**config.mk**
```make
export PLATFORM = sky130hd
export DESIGN_NAME = muldiv_sequencer
export DESIGN_NICKNAME = d
export VERILOG_FILES = /design/src/rtl/muldiv_sequencer_pkg.sv /design/src/rtl/muldiv_step.sv /design/src/rtl/muldiv_sequencer.sv
export SDC_FILE = /design/constraint.sdc
export NUM_CORES = 1
export LEC_CHECK = 0
export ABC_AREA = 0
export BUFFER_PORTS_ARGS = -buffer_cell sky130_fd_sc_hd__buf_4
export CAP_MARGIN = 20
export CORE_UTILIZATION = 49
export CTS_CLUSTER_SIZE = 8
export DETAILED_ROUTE_END_ITERATION = 16
export PLACE_DENSITY = 0.69
export SYNTH_ARGS = -nofsm -noshare
export SYNTH_HDL_FRONTEND = slang
export SYNTH_SLANG_ARGS = --single-unit
```
**constraint.sdc**
```tcl
create_clock -name Clk -period 3.5 [get_ports Clk]
set_input_delay 0.175 -clock Clk [delete_from_list [all_inputs] [get_ports Clk]]
set_output_delay 0.175 -clock Clk [all_outputs]
set_load 0.03 [all_outputs]
```
**src/rtl/muldiv_sequencer_pkg.sv**
```systemverilog
// Shared definitions for the multi-cycle multiply/divide unit: FSM states,
// EX-stage Control bit positions that decode into Start/OpDiv/OpUnsigned.
package muldiv_sequencer_pkg;

    typedef enum logic [2:0] {
        ST_IDLE = 3'd0,
        ST_PREP = 3'd1,
        ST_RUN  = 3'd2,
        ST_FIX  = 3'd3,
        ST_DONE = 3'd4
    } state_t;

    localparam int CTRL_UNSIGNED_BIT = 0;
    localparam int CTRL_MULT_BIT     = 3;
    localparam int CTRL_DIV_BIT      = 4;

    function automatic bit bpc_legal(input int bpc);
        return (bpc == 1) || (bpc == 2) || (bpc == 4);
    endfunction

endpackage

```
**src/rtl/muldiv_step.sv**
```systemverilog
// One combinational iteration: shift-add multiply on {acc,lo} or restoring
// divide on {rem,quotient}. Zero latency, no flow control.
module muldiv_step #(
    parameter int WIDTH = 32
) (
    input  logic             op_div,
    input  logic [WIDTH-1:0] opnd,
    input  logic [WIDTH-1:0] acc_in,
    input  logic [WIDTH-1:0] lo_in,
    output logic [WIDTH-1:0] acc_out,
    output logic [WIDTH-1:0] lo_out
);

    logic [WIDTH:0] sum;
    logic [WIDTH:0] trial;
    logic           fits;

    always_comb begin
        sum   = {1'b0, acc_in} + (lo_in[0] ? {1'b0, opnd} : {(WIDTH+1){1'b0}});
        trial = {acc_in, lo_in[WIDTH-1]};
        fits  = (trial >= {1'b0, opnd});
        if (op_div) begin
            // Partial remainder stays below the divisor, so the low WIDTH bits suffice.
            acc_out = fits ? (trial[WIDTH-1:0] - opnd) : trial[WIDTH-1:0];
            lo_out  = {lo_in[WIDTH-2:0], fits};
        end else begin
            acc_out = sum[WIDTH:1];
            lo_out  = {sum[0], lo_in[WIDTH-1:1]};
        end
    end

endmodule

```
**src/rtl/muldiv_sequencer.sv**
```systemverilog
// Iterative MULT/MULTU/DIV/DIVU unit owning HI/LO; result N+2 edges after PREP entry.
// Stall asserts while busy whenever the pipeline touches HI/LO or issues a new op.
module muldiv_sequencer
    import muldiv_sequencer_pkg::*;
#(
    parameter int WIDTH          = 32,
    parameter int BITS_PER_CYCLE = 1
) (
    input  logic             Clk,
    input  logic             Reset,
    input  logic             Start,
    input  logic             OpDiv,
    input  logic             OpUnsigned,
    input  logic [WIDTH-1:0] Op1,
    input  logic [WIDTH-1:0] Op2,
    input  logic             Cancel,
    input  logic             HiWrite,
    input  logic             LoWrite,
    input  logic             ReadHiLo,
    output logic             Busy,
    output logic             Done,
    output logic             DivByZero,
    output logic             Stall,
    output logic [WIDTH-1:0] Hi,
    output logic [WIDTH-1:0] Lo
);

    localparam int N  = WIDTH / BITS_PER_CYCLE;
    localparam int CW = (N > 1) ? $clog2(N) : 1;
    localparam logic [WIDTH-1:0] MOST_NEG = {1'b1, {(WIDTH-1){1'b0}}};

    if (!bpc_legal(BITS_PER_CYCLE) || (WIDTH % BITS_PER_CYCLE) != 0) begin : g_bad_bpc
        $error("muldiv_sequencer: unsupported BITS_PER_CYCLE");
    end

    state_t           state, state_nxt;
    logic [CW-1:0]    cnt;
    logic [WIDTH-1:0] acc, wlo, opnd;
    logic             is_div, is_uns, neg_lo, neg_hi, dbz, ovf;
    logic             idle_like, launch;

    assign idle_like = (state == ST_IDLE) || (state == ST_DONE);
    assign launch    = idle_like & Start & ~Cancel;
    assign Busy      = (state == ST_PREP) || (state == ST_RUN) || (state == ST_FIX);
    assign Stall     = Busy & (Start | ReadHiLo | HiWrite | LoWrite);

    always_ff @(posedge Clk or negedge Reset) begin
        if (!Reset) state <= ST_IDLE;
        else        state <= state_nxt;
    end

    always_comb begin
        state_nxt = state;
        case (state)
            ST_IDLE, ST_DONE: state_nxt = launch ? ST_PREP : ST_IDLE;
            ST_PREP:          state_nxt = Cancel ? ST_IDLE : ST_RUN;
            ST_RUN: begin
                if (Cancel)        state_nxt = ST_IDLE;
                else if (cnt == 0) state_nxt = ST_FIX;
            end
            ST_FIX:           state_nxt = Cancel ? ST_IDLE : ST_DONE;
            default:          state_nxt = ST_IDLE;
        endcase
    end

    // Iteration chain: BITS_PER_CYCLE steps per clock.
    logic [WIDTH-1:0] acc_c [BITS_PER_CYCLE+1];
    logic [WIDTH-1:0] lo_c  [BITS_PER_CYCLE+1];
    assign acc_c[0] = acc;
    assign lo_c[0]  = wlo;

    for (genvar i = 0; i < BITS_PER_CYCLE; i++) begin : g_step
        muldiv_step #(.WIDTH(WIDTH)) u_step (
            .op_div  (is_div),
            .opnd    (opnd),
            .acc_in  (acc_c[i]),
            .lo_in   (lo_c[i]),
            .acc_out (acc_c[i+1]),
            .lo_out  (lo_c[i+1])
        );
    end

    // PREP: operands were latched raw as wlo=Op1, opnd=Op2.
    logic             s1, s2;
    logic [WIDTH-1:0] a_abs, b_abs;
    always_comb begin
        s1    = ~is_uns & wlo[WIDTH-1];
        s2    = ~is_uns & opnd[WIDTH-1];
        a_abs = s1 ? -wlo  : wlo;
        b_abs = s2 ? -opnd : opnd;
    end

    // FIX: the multiply product is negated as one 2*WIDTH value.
    logic [2*WIDTH-1:0] prod_fix;
    logic [WIDTH-1:0]   q_fix, r_fix, res_hi, res_lo;
    always_comb begin
        prod_fix = neg_lo ? -{acc, wlo} : {acc, wlo};
        q_fix    = neg_lo ? -wlo : wlo;
        r_fix    = neg_hi ? -acc : acc;
        if (dbz) q_fix = {WIDTH{1'b1}};
        if (ovf) begin
            q_fix = MOST_NEG;
            r_fix = '0;
        end
        res_hi = is_div ? r_fix : prod_fix[2*WIDTH-1:WIDTH];
        res_lo = is_div ? q_fix : prod_fix[WIDTH-1:0];
    end

    always_ff @(posedge Clk or negedge Reset) begin
        if (!Reset) begin
            cnt       <= '0;
            acc       <= '0;
            wlo       <= '0;
            opnd      <= '0;
            is_div    <= 1'b0;
            is_uns    <= 1'b0;
            neg_lo    <= 1'b0;
            neg_hi    <= 1'b0;
            dbz       <= 1'b0;
            ovf       <= 1'b0;
            Hi        <= '0;
            Lo        <= '0;
            Done      <= 1'b0;
            DivByZero <= 1'b0;
        end else begin
            Done      <= 1'b0;
            DivByZero <= 1'b0;
            case (state)
                ST_IDLE, ST_DONE: begin
                    if (HiWrite) Hi <= Op1;
                    if (LoWrite) Lo <= Op1;
                    if (launch) begin
                        wlo    <= Op1;
                        opnd   <= Op2;
                        is_div <= OpDiv;
                        is_uns <= OpUnsigned;
                        acc    <= '0;
                    end
                end
                ST_PREP: begin
                    wlo    <= is_div ? a_abs : b_abs;
                    opnd   <= is_div ? b_abs : a_abs;
                    acc    <= '0;
                    cnt    <= CW'(N - 1);
                    neg_lo <= s1 ^ s2;
                    neg_hi <= is_div ? s1 : (s1 ^ s2);
                    dbz    <= is_div & (opnd == '0);
                    ovf    <= is_div & ~is_uns & (wlo == MOST_NEG) & (&opnd);
                end
                ST_RUN: begin
                    acc <= acc_c[BITS_PER_CYCLE];
                    wlo <= lo_c[BITS_PER_CYCLE];
                    cnt <= cnt - 1'b1;
                end
                ST_FIX: begin
                    if (!Cancel) begin
                        Hi        <= res_hi;
                        Lo        <= res_lo;
                        Done      <= 1'b1;
                        DivByZero <= dbz;
                    end
                end
                default: ;
            endcase
        end
    end

endmodule
```
After elaboration in Yosys (flattened, before gate mapping)

Cells that the tools add are included.
Widths: inputs -> output; s select.

Add/subtract/negate cells: 7
$lt $le $gt $ge: 1
Equality and inequality tests: 10
Mux-type cells: 40
Bitwise gates (word level): 15
Reductions and logical operators: 17

Operator list:

| kind                 | number |
|---|---|
| $mux 32              | 22 |
| $pmux 32 s2          | 3 |
| $pmux 32 s3          | 2 |
| $neg 32->32          | 3 |
| $mux 64              | 1 |
| $neg 64->64          | 1 |
| $add 32x33->33       | 1 |
| $ge 33x32->1         | 1 |
| $eq 32x32->1 const B | 1 |
| $logic_not 32->1     | 1 |
| $reduce_and 32->1    | 1 |
| $sub 32x32->32       | 1 |
| $pmux 3 s4           | 1 |
| $pmux 5 s2           | 1 |
| $and 1x1->1          | 9 |
| $mux 3               | 3 |
| $ne 2x2->1 const B   | 4 |
| $eq 3x2->1 const B   | 2 |
| $mux 1               | 6 |
| $reduce_and 2->1     | 3 |
| $reduce_and 3->1     | 2 |
| $reduce_bool 2->1    | 3 |
| $logic_not 5->1      | 1 |
| $sub 5x1->5 const B  | 1 |
| other kinds (11)     | 16 |

Register bits: 176
Bits of input ports: 73
Output and inout port bits: 68
Logic and storage cells: 105

Longest topological paths before layout

Gate-level depths: netlist of the first run.

Depth after elaboration: 7
Mapped depth: 15
Depth with buffers taken out: 14

Hierarchy

A second synthesis of the first run with hierarchy kept.

Cell total of the unflattened synthesis: 2305
Area total of the unflattened synthesis: 17247.8 µm²

By module, submodules not included:

| module           | times used | cells each | area each (µm²) |
|---|---|---|---|
| muldiv_sequencer | 1          | 1600       | 12380.6 |
| muldiv_step      | 1          | 705        | 4867.2 |

Worst setup path before layout of the first run

Ideal clock, no wire load.

Path type: flip-flop to flip-flop
From: register opnd[27]
To: register acc[27]
Library setup time: 0.131 ns
Arrival time: 3.104 ns
Required time: 3.369 ns
Setup slack: 0.266 ns
Cell stages (with the launch flop): 16
Buffers on the path: 4
Period minus slack after synthesis: 3.234 ns
Path through: dfrtp_1 -> clkbuf_1 -> inv_1 -> ha_1 -> clkbuf_1 -> nand2_1 -> o21ai_0 -> a31oi_1 -> inv_1 -> a2111oi_1 -> o21ai_0 -> or2_2 -> clkbuf_1 -> clkbuf_1 -> o221ai_1 -> a22oi_1

Cells in the longest elaborated chain, start to end: 4
Elaborated cells between the ends (all ways): 7

RTL lines:

| item                                      | RTL line                             | text |
|---|---|---|
| from (decl)                               | muldiv_sequencer.sv:38               | `logic [WIDTH-1:0] acc, wlo, opnd;` |
| from (signal assigned)                    | muldiv_sequencer.sv:134              | `opnd <= Op2;` |
| from (signal assigned)                    | muldiv_sequencer.sv:142              | `opnd <= is_div ? b_abs : a_abs;` |
| $mux 32, or another cell as far along     | muldiv_step.sv:19                    | `sum = {1'b0, acc_in} + (lo_in[0] ? {1'b0, opnd} : {(WIDTH+1){1'b0}});` |
| $add 32x33->33 or $mux 32 (tied branches) | muldiv_step.sv:19, muldiv_step.sv:24 |  |
| $mux 32 (*)                               | muldiv_step.sv:22                    | `if (op_div) begin` |
| $pmux 32 s3 (*)                           | muldiv_sequencer.sv:128              | `case (state)` |
| to (signal assigned)                      | muldiv_sequencer.sv:151              | `acc <= acc_c[BITS_PER_CYCLE];` |
| to (decl)                                 | muldiv_sequencer.sv:38               |  |

Mark *: on every way between the ends. The rest lies on a longest branch, timed or not.
A chain may end at the register's enable or synchronous reset.

Final worst setup path of the first run

From: register acc[16]
To: register Hi[27]

Cells in the longest elaborated chain, start to end: 6
Elaborated cells between the ends (all ways): 8

RTL lines:

| item                 | RTL line                | text |
|---|---|---|
| $neg 32->32          | muldiv_sequencer.sv:99  | `r_fix = neg_hi ? -acc : acc;` |
| $mux 32              | muldiv_sequencer.sv:99  |  |
| $mux 32              | muldiv_sequencer.sv:101 | `if (ovf) begin` |
| $mux 32 (*)          | muldiv_sequencer.sv:105 | `res_hi = is_div ? r_fix : prod_fix[2*WIDTH-1:WIDTH];` |
| $mux 32 (*)          | muldiv_sequencer.sv:156 | `if (!Cancel) begin` |
| $pmux 32 s2 (*)      | muldiv_sequencer.sv:128 |  |
| to (signal assigned) | muldiv_sequencer.sv:130 | `if (HiWrite) Hi <= Op1;` |
| to (signal assigned) | muldiv_sequencer.sv:157 | `Hi <= res_hi;` |
| to (decl)            | muldiv_sequencer.sv:24  | `output logic [WIDTH-1:0] Hi,` |

Mark *: on every way between the ends. The rest lies on a longest branch, timed or not. The select of a mux whose other input is x is not followed.

==> results.tsv, run 1 <==
metric	value	unit
status	finished, final reports clean	
r2r_start	acc[16]	
hp-start	Op2[23]	
area_growth	18.25	%
syn_area	0.01631	sq mm
grt_first_pass_wirelength	102300	um
post_cts_buffers	0	
fp.dieArea	0.03402	sq mm
grt_max_degree	90	
vias_per_cell	6.525	
fin_crit	3.409	ns
utilization	0.5912	
fin_nets	2488	
worst_clock_skew	0.01186	ns
maxCapViolations	0	
cts-root-buf	clkbuf_16	
port_buffers	140	
crit_path_max_fanout	7	
hold_viol	0	
yosysWarningCount	0	
fp.dieW	184.4	um
pin_count	141	
ys_top_cells_by_area	dfrtp_1 27%, o21ai_0 7.9%, a21oi_1 6.5%	
synth_ff_type	dfrtp_1	
synth_area_leader_cell	dfrtp_1	
tritoncts	built	
clkLatencyLatePin	0.47	ns
hold_depth	3	
reg2reg_depth	9	
reg2reg_slack	0.09	ns
synth_cell_types	79	
clk_pin_slew_worst_paths	0.07	ns
critPathKind	register to register	
crit_path_end_kind	register	
synth-seq-cells	176	
antenna_found_initial	0	
coreArea	0.03262	sq mm
vias	18260	
syn_inst	2195	
finalSetupViolations	0	
ys_seq_area_frac	0.2701	
hold_path.class	primary input to register	
cts.sink_count	176	
reg2reg_to	Hi[27]	
grt_usage	0.4021	
num_rows	66	
die_height	184.4	um
powerDensity	787.2	mW/mm^2
place.gp.congestion	1.017	
syn_nets	2340	
post-route-drc-count	0	
first_global_vias	16550	
setup_ws	0.09131	ns
fin_crit_sh	0.9739	
p_leak	0.008322	uW
tightestPinTransition	1.038	ns
holdWs	0.01657	ns
ys_top_cells_by_count	256 x nand2_1, 256 x o21ai_0, 217 x nor2_1, 211 x a21oi_1, 176 x dfrtp_1	
initial_core_util	0.5000	
syn_avg_cell_area	7.430	sq um
finalPower	15180	uW
synth_edf_count	0	
cts.path.max_buffers	2	
tns	0	ns
fmax	0.2934	GHz
slew_violations	0	
routedWlPerCell	24.36	um
overflow	0	
htreeDepth	4	
ir_worst_vdd	0.4886	mV
required	3.81	ns
cp.arrival	3.71	ns
ant_nets	0	
numCtsBuffers	17	
dr.first_iter.drc_count	2551	
dr.pass1.iters	8	
post-place-ws	-0.05824	ns
crit_path_start_kind	register	
routed_wl	68160	um
dp_hpwl	51820	um
min_to	opnd[23]	
layout-drive-gt1-share	0.1626	
netlist.area_leader.share	0.2701	
relSlewSlack	0.3063	
diodes	0	
synth-async-reset-ratio	1.000	
## final cells by class
type | count | area, sq um
fillers | 3056 | 13330
multi-input cells | 1770 | 11040
flip-flops and latches | 176 | 4410
repair buffers | 317 | 2504
well taps | 442 | 553.0
clock buffers | 20 | 456.7
inverters | 61 | 231.5
clock inverters | 12 | 85.08
## cells in the final DEF, fill, tap and decap left out, types with 5 or more instances in the layout
cell type | Yosys | routed
o41ai_1 | 12 | 11
buf_4 | 2 | 292
clkinv_2 | 0 | 5
a22oi_1 | 8 | 8
or3_1 | 18 | 18
nand2b_1 | 12 | 12
and3_1 | 16 | 16
nor4_1 | 15 | 14
o211ai_1 | 28 | 28
nor2b_1 | 8 | 8
mux2i_1 | 33 | 33
o21ai_1 | 4 | 6
xor2_1 | 103 | 103
o21a_1 | 21 | 21
a31oi_1 | 34 | 33
a21oi_1 | 211 | 208
o21ai_0 | 256 | 254
dlygate4sd3_1 | 0 | 18
o22ai_1 | 17 | 17
nand3_1 | 22 | 22
o31ai_1 | 34 | 34
nor2_1 | 217 | 215
or2_2 | 8 | 8
a21o_1 | 27 | 27
buf_12 | 0 | 6
inv_1 | 57 | 56
nand4_1 | 24 | 24
or4_1 | 11 | 11
o21bai_1 | 9 | 9
nand2_1 | 256 | 254
clkbuf_16 | 0 | 17
dfrtp_1 | 176 | 173
a221oi_1 | 12 | 11
a211oi_1 | 19 | 19
ha_1 | 70 | 69
xnor2_1 | 96 | 96
mux2_2 | 7 | 7
and2_1 | 11 | 11
o221ai_1 | 51 | 51
nor3_1 | 29 | 27
## kinds of logic after synthesis
| group | count (synthesis) | synth area share |
|---|---|---|
| buffers and inverters | 249 | 0.05915 |
| AND/OR/NAND/NOR | 675 | 0.1880 |
| AO/OA/AOI/OAI | 784 | 0.2946 |
| multiplexers | 40 | 0.02509 |
| XOR/XNOR | 199 | 0.1069 |
| flip-flops | 176 | 0.2701 |
| adder cells (fa/ha/maj) | 72 | 0.05616 |
## state kept, by name, summed over array words and instances, names as in the netlist
signal and cells:
DivByZero 1, Done 1, Hi 32, Lo 32
acc 32, cnt 5, dbz 1, is_div 1
is_uns 1, neg_hi 1, neg_lo 1, opnd 32
ovf 1, state 3, wlo 32
## through the flow
stage / area [sq um] / std cells
floorplan: 16310 / 2195
CTS: 19220 / 2798
detailed placement: 18500 / 2748
finish: 19280 / 2798
global placement: 18500 / 2748
global route: 19280 / 2798
## timing repair
action	CTS	global route
resized for setup	1	21
hold buffers	18	0
endpoints found under the setup margin	2	33
hold endpoints to repair	104	0
## worst max path at each step
stage / startpoint / endpoint / cells past startpoint
detailed placement: wlo[0] / acc[31] / 12
floorplan: opnd[27] / acc[27] / 15
finish: acc[16] / Hi[27] / 9
global placement: wlo[0] / acc[30] / 12
CTS: opnd[13] / acc[31] / 12
global route: opnd[10] / acc[29] / 12
## power by group
| part | switching (uW) | internal [uW] | leakage (uW) |
|---|---|---|---|
| combinational | 6250 | 3790 | 0.00591 |
| sequential | 709 | 2550 | 0.00214 |
| clock | 935 | 948 | 0.000270 |
| total | 7890 | 7290 | 0.00832 |
## worst max-delay path, cell delays in order, from the launching register on
cell and delay (ns):
dfrtp_1 0.55, or4_4 0.65, or3_1 0.35, or3_1 0.37, or4_4 0.51, o31ai_2 0.23
xor2_1 0.19, o221ai_1 0.16, o21ai_1 0.16, o21ai_1 0.07
## per-layer routing
layer  global-route usage  vias up  share of wire  wire, um
met5             0.008889        -              0         0
met4               0.2007        0          0.053      3629
met3              0.07746      167           0.12      8140
met2               0.5777     1279           0.41     27990
met1               0.5694     8603           0.42     28400
li1                     -     8209              -         -
No activity file was read; power rests on OpenSTA's default activity.
==> run 2, diff against run 1 <==
--- a/config.mk
+++ b/config.mk
@@ -11,7 +11,7 @@
 export CORE_UTILIZATION = 49
 export CTS_CLUSTER_SIZE = 8
 export DETAILED_ROUTE_END_ITERATION = 16
-export PLACE_DENSITY = 0.69
+export PLACE_DENSITY = 0.68
 export SYNTH_ARGS = -nofsm -noshare
 export SYNTH_HDL_FRONTEND = slang
 export SYNTH_SLANG_ARGS = --single-unit
==> run 2 against run 1 <==
Setup slack got worse by 0.073 ns. Design area rose by 1.8%. Sequential power fell by 4%. Die area stayed put. Critical path type unchanged.
==> results.tsv, run 2 (synthesis gave the netlist of run 1 again) <==
metric	value	unit
vias	18130	
routedWlPerCell	24.44	um
cts.sink_count	176	
required	3.85	ns
crit_path_start_kind	register	
place.gp.congestion	1.020	
dp_hpwl	53290	um
routed_wl	69400	um
nFillCells	3086	
pin_count	141	
slew_violations	0	
maxCapViolations	0	
finalSetupViolations	0	
overflow	0	
fin_nets	2530	
post-route-drc-count	0	
grt_usage	0.4101	
status	finished, final reports clean	
htreeDepth	4	
hold_viol	0	
holdWs	0.01003	ns
cp.arrival	3.84	ns
dr.first_iter.drc_count	2255	
numCtsBuffers	17	
die_height	184.4	um
clkLatencyLatePin	0.48	ns
dr.pass1.iters	6	
area_growth	20.39	%
fp.dieW	184.4	um
grt_setup_unrepaired	true	
powerDensity	788.8	mW/mm^2
fmax	0.2872	GHz
tns	0	ns
fin_crit_sh	0.9947	
cpMostUsedCell	or3_1	
clk_pin_slew_worst_paths	0.08	ns
initial_core_util	0.5000	
grt_first_pass_wirelength	104100	um
grt_max_degree	91	
fin_crit	3.481	ns
first_global_vias	16930	
cp_cell_sequence	buf_4, or3_1, nor3b_2, nand3_1, or3_1, or4_1, o21ai_0, inv_1, a21oi_1, a2bb2oi_1	
coreArea	0.03262	sq mm
ir_worst_vdd	0.4958	mV
p_leak	0.008540	uW
crit_path_max_fanout	4	
num_rows	66	
fp.dieArea	0.03402	sq mm
diodes	0	
ant_nets	0	
antenna_found_initial	1	
relSlewSlack	0.3985	
vias_per_cell	6.382	
post_cts_buffers	0	
final_cell_mix	333 x buf_4, 256 x nand2_1, 256 x o21ai_0, 215 x nor2_1, 207 x a21oi_1	
critPathMaxStageDelay	0.54	ns
cts.path.max_buffers	2	
mostFrequentLayoutCell	buf_4	
tightestPinTransition	0.8990	ns
hold_path.class	primary input to register	
worst_clock_skew	0.01613	ns
port_buffers	140	
crit_path_end_kind	register	
tritoncts	built	
layout-drive-gt1-share	0.1760	
slowest_stage	or4_1	
cts-root-buf	clkbuf_16	
critPathKind	register to register	
==> run 2: final timing paths <==
check	startpoint	endpoint	slack, ns	cells past startpoint
worst max-delay path	opnd[4]	opnd[28]	0.02	10
worst min-delay path	Start	state[0]	0.01	3
worst max register to register	opnd[4]	opnd[28]	0.02	10
worst min register to register	Hi[2]	Hi[2]	0.48	2
max in group asynchronous	Reset	acc[14]	2.25	3
min in group asynchronous	Reset	cnt[1]	0.29	2
==> run 2: critical path: cells and delay by family (launching register included) <==
kind	cells	cell delay, ns
AO/OA/AOI/OAI	3	0.80
buffers and inverters	2	0.24
flip-flops	1	0.38
AND/OR/NAND/NOR	5	1.95
==> run 2: metrics by stage <==
step / util / instances / setup slack, ns / cell area, sq um / total power, uW
after CTS: 0.5997 / 2840 / 0.06000 / 19560 / 15100
final: 0.6019 / 2840 / 0.01870 / 19630 / 15490
after global placement: 0.5760 / 2788 / 0.1242 / 18790 / 12990
after global routing: 0.6019 / 2840 / -0.01213 / 19630 / 16360
after floorplan: - / 2195 / 0.2658 / 16310 / 9391
after detailed placement: 0.5760 / 2788 / 0.08115 / 18790 / 13090
==> run 2: area by class of cell <==
type                       instances  area, sq um  area share
tap                              442        553.0     0.02817
multi-input combinational       1770        11060      0.5634
clock buffer                      17        425.4     0.02167
inverter                          61        229.0     0.01166
timing repair buffer             359         2811      0.1432
clock inverter                    15        145.1    0.007392
sequential                       176         4408      0.2245
==> run 2: repair_timing <==
action,CTS,global route
setup endpoints to repair,0,39
resized for setup,0,16
hold buffers,20,0
hold endpoints to repair,88,0
==> run 2: power by group <==
part | switching [uW] | internal (uW)
combinational | 6410 | 3970
clock | 1030 | 947
sequential | 587 | 2550
==> run 2: metal layers <==
metal,global-route usage,vias up,routed length [um]
li1,-,8276,-
met1,0.5599,8518,28980
met2,0.5925,1145,28690
met3,0.1022,184,7765
met4,0.2163,2,3925
met5,0,-,36
